`config.mk`:
```
export PLATFORM = sky130hd
export DESIGN_NAME = seg7_scan_engine
export DESIGN_NICKNAME = d
export VERILOG_FILES = /design/src/rtl/seg7_scan_engine.sv
export SDC_FILE = /design/constraint.sdc
export NUM_CORES = 1
export LEC_CHECK = 0
export BUFFER_PORTS_ARGS = -buffer_cell sky130_fd_sc_hd__buf_4
export CORE_ASPECT_RATIO = 1.2
export CORE_MARGIN = 3
export CORE_UTILIZATION = 54
export DETAILED_ROUTE_END_ITERATION = 16
export PLACE_DENSITY = 0.84
export SYNTH_ARGS = -nofsm -noshare
export SYNTH_HDL_FRONTEND = slang
export SYNTH_SLANG_ARGS = --single-unit
```
`constraint.sdc`:
```
create_clock -name CLK100MHZ -period 2.85 [get_ports CLK100MHZ]
set_input_delay 0.285 -clock CLK100MHZ [delete_from_list [all_inputs] [get_ports CLK100MHZ]]
set_output_delay 0.285 -clock CLK100MHZ [all_outputs]
set_load 0.01 [all_outputs]
```
`src/rtl/seg7_scan_engine.sv`:
```
// Binary-to-display engine: hex/BCD conversion with atomic commit, then N-digit anode scanning.
// Optional leading-zero blanking is enabled by defining SEG7_LEADING_ZERO_BLANK_EN.
//
// state  | meaning
// IDLE   | waiting for load; display register holds last committed digits
// CONV   | double-dabble, one value bit per cycle for DATA_W cycles
// COMMIT | copy result into display register, update overflow, pulse done
module seg7_scan_engine #(
  parameter int N_DIGITS    = 8,
  parameter int DATA_W      = 32,
  parameter int REFRESH_DIV = 100000
) (
  input  logic                CLK100MHZ,
  input  logic                CPU_RESETN,
  input  logic [DATA_W-1:0]   value,
  input  logic                load,
  input  logic                dec_mode,
  input  logic                en,
  output logic                busy,
  output logic                done,
  output logic                overflow,
  output logic [6:0]          seg,
  output logic [N_DIGITS-1:0] AN
);

  localparam int BW = 4 * N_DIGITS;
  localparam int WW = (DATA_W > BW) ? DATA_W : BW;
  localparam int CW = (DATA_W > 1) ? $clog2(DATA_W) : 1;
  localparam int PW = $clog2(REFRESH_DIV);
  localparam int IW = (N_DIGITS > 1) ? $clog2(N_DIGITS) : 1;

  typedef enum logic [1:0] {IDLE, CONV, COMMIT} state_t;

  state_t              state, state_d;
  logic [DATA_W-1:0]   shreg, shreg_d;
  logic [BW-1:0]       bcd, bcd_d, bcd_adj;
  logic                conv_ovf, conv_ovf_d;
  logic                dec_q, dec_q_d;
  logic [CW-1:0]       cnt, cnt_d;
  logic [BW-1:0]       disp, disp_d;
  logic                ovf_d;
  logic [PW-1:0]       pre, pre_d;
  logic [IW-1:0]       idx, idx_d;
  logic                busy_d;
  logic                done_d;
  logic [6:0]          seg_d;
  logic [N_DIGITS-1:0] an_d;
  logic [WW-1:0]       val_ext;
  logic [N_DIGITS-1:0] blank;
  logic [3:0]          dig;
  logic                lit;

  function automatic logic [6:0] glyph(input logic [3:0] d);
    case (d)
      4'h0: glyph = 7'h40;
      4'h1: glyph = 7'h79;
      4'h2: glyph = 7'h24;
      4'h3: glyph = 7'h30;
      4'h4: glyph = 7'h19;
      4'h5: glyph = 7'h12;
      4'h6: glyph = 7'h02;
      4'h7: glyph = 7'h78;
      4'h8: glyph = 7'h00;
      4'h9: glyph = 7'h10;
      4'hA: glyph = 7'h08;
      4'hB: glyph = 7'h03;
      4'hC: glyph = 7'h46;
      4'hD: glyph = 7'h21;
      4'hE: glyph = 7'h06;
      default: glyph = 7'h0E;
    endcase
  endfunction

  always_comb begin
    logic [3:0] nib;
    bcd_adj = bcd;
    for (int i = 0; i < N_DIGITS; i++) begin
      nib = bcd[4*i +: 4];
      bcd_adj[4*i +: 4] = (nib >= 4'd5) ? nib + 4'd3 : nib;
    end
  end

  assign val_ext = WW'(shreg);

  always_comb begin
    state_d    = state;
    shreg_d    = shreg;
    bcd_d      = bcd;
    conv_ovf_d = conv_ovf;
    dec_q_d    = dec_q;
    cnt_d      = cnt;
    disp_d     = disp;
    ovf_d      = overflow;
    done_d     = 1'b0;
    case (state)
      IDLE: begin
        if (load) begin
          shreg_d    = value;
          dec_q_d    = dec_mode;
          bcd_d      = '0;
          conv_ovf_d = 1'b0;
          cnt_d      = CW'(DATA_W - 1);
          state_d    = dec_mode ? CONV : COMMIT;
        end
      end
      CONV: begin
        // Bit leaving the top nibble means the value needs more digits than we have.
        conv_ovf_d = conv_ovf | bcd_adj[BW-1];
        bcd_d      = {bcd_adj[BW-2:0], shreg[DATA_W-1]};
        shreg_d    = shreg << 1;
        if (cnt == '0) state_d = COMMIT;
        else           cnt_d   = cnt - 1'b1;
      end
      COMMIT: begin
        if (dec_q) begin
          disp_d = bcd;
          ovf_d  = conv_ovf;
        end else begin
          disp_d = val_ext[BW-1:0];
          ovf_d  = |(val_ext >> BW);
        end
        done_d  = 1'b1;
        state_d = IDLE;
      end
      default: state_d = IDLE;
    endcase
    busy_d = (state_d != IDLE);
  end

  // Outputs are registered from next-state values so new digits appear together with done.
  always_comb begin
    pre_d = pre + 1'b1;
    idx_d = idx;
    if (pre == PW'(REFRESH_DIV - 1)) begin
      pre_d = '0;
      idx_d = (idx == IW'(N_DIGITS - 1)) ? '0 : idx + 1'b1;
    end

`ifdef SEG7_LEADING_ZERO_BLANK_EN
    for (int i = 0; i < N_DIGITS; i++)
      blank[i] = (i != 0) && !ovf_d && ((disp_d >> (4*i)) == '0);
`else
    blank = '0;
`endif

    dig   = disp_d[{idx_d, 2'b00} +: 4];
    lit   = en && !blank[idx_d];
    an_d  = '1;
    seg_d = 7'h7F;
    if (lit) begin
      an_d[idx_d] = 1'b0;
      seg_d       = ovf_d ? 7'h3F : glyph(dig);
    end
  end

  always_ff @(posedge CLK100MHZ or negedge CPU_RESETN) begin
    if (!CPU_RESETN) begin
      state    <= IDLE;
      shreg    <= '0;
      bcd      <= '0;
      conv_ovf <= 1'b0;
      dec_q    <= 1'b0;
      cnt      <= '0;
      disp     <= '0;
      pre      <= '0;
      idx      <= '0;
      busy     <= 1'b0;
      done     <= 1'b0;
      overflow <= 1'b0;
      seg      <= 7'h7F;
      AN       <= '1;
    end else begin
      state    <= state_d;
      shreg    <= shreg_d;
      bcd      <= bcd_d;
      conv_ovf <= conv_ovf_d;
      dec_q    <= dec_q_d;
      cnt      <= cnt_d;
      disp     <= disp_d;
      pre      <= pre_d;
      idx      <= idx_d;
      busy     <= busy_d;
      done     <= done_d;
      overflow <= ovf_d;
      seg      <= seg_d;
      AN       <= an_d;
    end
  end

endmodule
```
==> summary.md <==
| Metric | Value |
|---|---|
| Syn_area_per_cell | 9.99 um^2 |
| CTS tree | built |
| Root Buffer | clkbuf_16 |
| Remaining antenna violation count | 0 |
| Synth Flop Type | dfrtp_1 |
| Worst r2r src | pre[13] |
| Placed Cells | 927 |
| I/O pin total | 55 |
| Crit path max-delay family | compound AO/OA/AOI/OAI gates |
| Gr ovfl total | 0 |
| Diode count | 0 |
| Clock skew | around 0.0073 ns |
| Share of layout cells above drive strength 1 | 23.0% |
| Post-route minimum period | 2.97 ns |
| Pre-CTS setup slack | -0.0364 ns |
| Slew at the pin with the worst max-slew slack | 1.08 ns |
| Crit path buf inv count | 2 |
| F_max | ~340 MHz |
| Via count | 5832 |
| Cell Pwr Density | 1010 nW/um^2 |
| Vias per Instance | approximately 6 |
| Number of remaining DRC errors | 0 |
| Clk slew on worst S/H paths | 0.06 ns |
| Sequential share of the synthesized area | 49.9% |
| DPL Wire Length | 11600 um |
| CP endpoint kind | flip-flop |
| Period utilization | 104% |
| YS warnings | 0 |
| Die height | 133 um |
| Routed wire length | 18500 um |
| Cell variety after synth | 57 |
| Cell depth of the worst hold path | 2 |
| Worst path cell trace | nor4b_4, nand4_2, mux2i_4, buf_12, mux2_2, a22oi_2, nand2_1, buf_4, o41ai_2, a31o_1 |
| Die Width | 112 um |
| Seq cells post-synth | 143 |
| Initial antenna violation count | 0 |
| Total CTS buffers | 17 |
| Total track usage | between 20% and 30% |
| # fillers | just over 900 |
| Status | complete, but fails checks |
| Critical path launch point type | flip-flop |
| Hold Vio Cnt, Final | 0 |
| IO Port Bufs | 54 |
| Post-Layout Cell Count | 973 |
| Count of pins over their slew limit | 0 |
| Rows | 45 |
| Hold WC Path Type | primary input to flip-flop |
| PnR worst setup slack | -0.122 ns |
| Async S/R FF share, synth | between 90% and 100% |
| Crit-path slowest cell | dfrtp_2 |
| Total clock sinks | 143 |
| Hold path endpoint | state[1] |
| RSZ-0062 raised after global routing | true |
| Hold Path Origin | dec_mode |
| Drt first pass iters | 5 |
| Most common cell after layout, fill and taps aside | nand2_1 |
| Setup slack, reg-to-reg | -0.12 ns |
| Critical path type | flip-flop to flip-flop |
| Leakage power | 4.08 nW |
| Vias in the first global route | between 6000 and 7000 |
| Core Area | 12800 um^2 |
| Worst Path Required | 3.21 ns |
| Failing checks | setup timing |
| Final setup viols | 4 |
| Rel. slew slack | ~28% |
| Post-Synthesis Cells | approximately 720 |
| Crit path largest cell delay | 0.43 ns |
| Final net count | 861 |
| First-pass GRT wire length | 29700 um |
| Largest net degree at the start of global routing | 63 |
| Critical-path maximum fanout | 10 |
| Starting Density | between 50% and 60% |
| DR WL/cell | 19.0 um |
| Most frequent cells in the layout | 149 x nand2_1, 126 x dfrtp_1, 81 x buf_4, 56 x o21ai_0, 33 x mux2i_1 |
| Die area | 14800 um^2 |
| Synth Net Count | ~790 |
| CTS H-tree lvls | 4 |
| Post-synth EDFFs | 0 |
| R2R Path End | seg[6] |
| Synth-to-layout area growth | 22.5% |
| Mapped cell area | 7210 um^2 |
| Max_cap viols | 0 |
| Drt initial violations | 423 |
| Max Root-Sink Buffers | 2 |
| IR Drop Worst-Case VDD | 0.00105 V |
| R2R cell count | 10 |
| Crit path DAT | 3.34 ns |
| Worst-skew pair later-pin latency | approximately 0.43 ns |
| Routability cong. | 0.906 |
-- per-layer routing --
metal  part of all wire (%)  vias up  track usage, %
met3                    5.6       66            5.72
met4                    4.0        0            12.2
met2                     50      199            41.6
met5                      0        -               0
li1                       -     2666               -
met1                     41     2901            30.9
-- layout make-up --
| class | instances | area (um^2) | share of cell area [%] |
|---|---|---|---|
| Clock buffer | 21 | 470 | 5.32 |
| Clock inverter | 11 | 185 | 2.10 |
| Multi-Input combinational cell | 514 | 3450 | 39.0 |
| Sequential cell | 143 | 3600 | 40.7 |
| Timing Repair Buffer | 93 | 825 | 9.33 |
| Tap cell | 164 | 205 | 2.32 |
| Inverter | 27 | 104 | 1.18 |
-- logic make-up after synthesis --
logic type,synth area share (%)
XOR/XNOR,4.13
flip-flops,49.9
AO/OA/AOI/OAI,14.5
buffers and inverters,3.90
multiplexers,7.16
adder cells (fa/ha/maj),4.86
AND/OR/NAND/NOR,15.6
-- what timing repair did --
action,CTS,global route
hold endpoints to repair,50,0
cloned,1,2
resized for setup,4,27
pin swaps,2,16
setup buffers,2,8
endpoints found under the setup margin,5,7
hold buffers,1,0
-- synth_stat cells, drive strengths merged, types with 2 or more instances --
| cell type | n | share of area, % |
|---|---|---|
| xor2 | 17 | 2.1 |
| inv | 26 | 1.4 |
| nand2 | 151 | 7.9 |
| and4 | 2 | 0.24 |
| buf | 16 | 1.3 |
| nor4b | 2 | 0.54 |
| nand3 | 29 | 2.0 |
| o21ai | 58 | 4.0 |
| nand2b | 10 | 0.87 |
| nor2 | 25 | 1.3 |
| and3 | 2 | 0.17 |
| ha | 28 | 4.9 |
| o31ai | 12 | 1.3 |
| a31oi | 2 | 0.17 |
| nor2b | 4 | 0.35 |
| mux2 | 15 | 2.4 |
| nand3b | 4 | 0.42 |
| clkbuf | 22 | 1.1 |
| o32ai | 7 | 0.85 |
| dfrtp | 128 | 44 |
| mux2i | 34 | 4.8 |
| a32o | 8 | 1.1 |
| o21a | 2 | 0.21 |
| a22oi | 37 | 3.9 |
| nor3 | 3 | 0.21 |
| a21oi | 19 | 1.3 |
| nand4 | 6 | 0.82 |
| dfstp | 15 | 5.5 |
| and2 | 4 | 0.35 |
| xnor2 | 17 | 2.1 |
| a21bo | 4 | 0.55 |
-- state kept, by name, indices dropped and copies added, names as in the netlist --
signal    count
done          1
shreg        32
idx           3
bcd          32
disp         32
cnt           5
state         2
seg           7
overflow      1
conv_ovf      1
busy          1
pre          17
AN            8
dec_q         1
-- metrics by stage --
| step | hold WS (ns) | power (mW) | instance area (um^2) | setup TNS (ns) | util, % |
|---|---|---|---|---|---|
| floorplan | -0.0106 | 5.24 | 7240 | 0 | - |
| global placement | 0.261 | 6.04 | 7920 | 0 | 61.7 |
| detailed placement | 0.271 | 6.25 | 7920 | -0.113 | 61.7 |
| CTS | 0.0528 | 8.75 | 8650 | 0 | 67.4 |
| global route | 0.0679 | 9.47 | 8840 | -1.10 | 68.8 |
| finish | 0.0659 | 8.95 | 8840 | -0.250 | 68.8 |
-- report_power, final --
| part | switching [mW] | leakage, nW | internal (mW) |
|---|---|---|---|
| Clock | 0.838 | 0.319 | 1.61 |
| Combinational | 1.93 | 1.95 | 1.30 |
| Sequential | 0.547 | 1.81 | 2.72 |
-- worst reg2reg max path, cell delays in order (launching register included) --
cell     delay [ns]
dfrtp_2        0.43
nor4b_4        0.34
nand4_2        0.19
mux2i_4        0.32
buf_12         0.17
mux2_2         0.35
a22oi_2        0.22
nand2_1        0.17
buf_4          0.22
o41ai_2        0.33
a31o_1         0.16
-- worst max path at each step --
stage | from | end | slack [ns] | cells after the start
final | pre[13] | seg[6] | -0.12 | 10
after global routing | pre[13] | seg[6] | -0.25 | 10
after CTS | pre[13] | seg[6] | 0.01 | 12
after detailed placement | pre[13] | seg[6] | -0.04 | 10
after global placement | pre[13] | seg[6] | 0.09 | 10
after floorplan | pre[0] | seg[6] | 0.008 | 12
(Power assumes the default switching activity.)
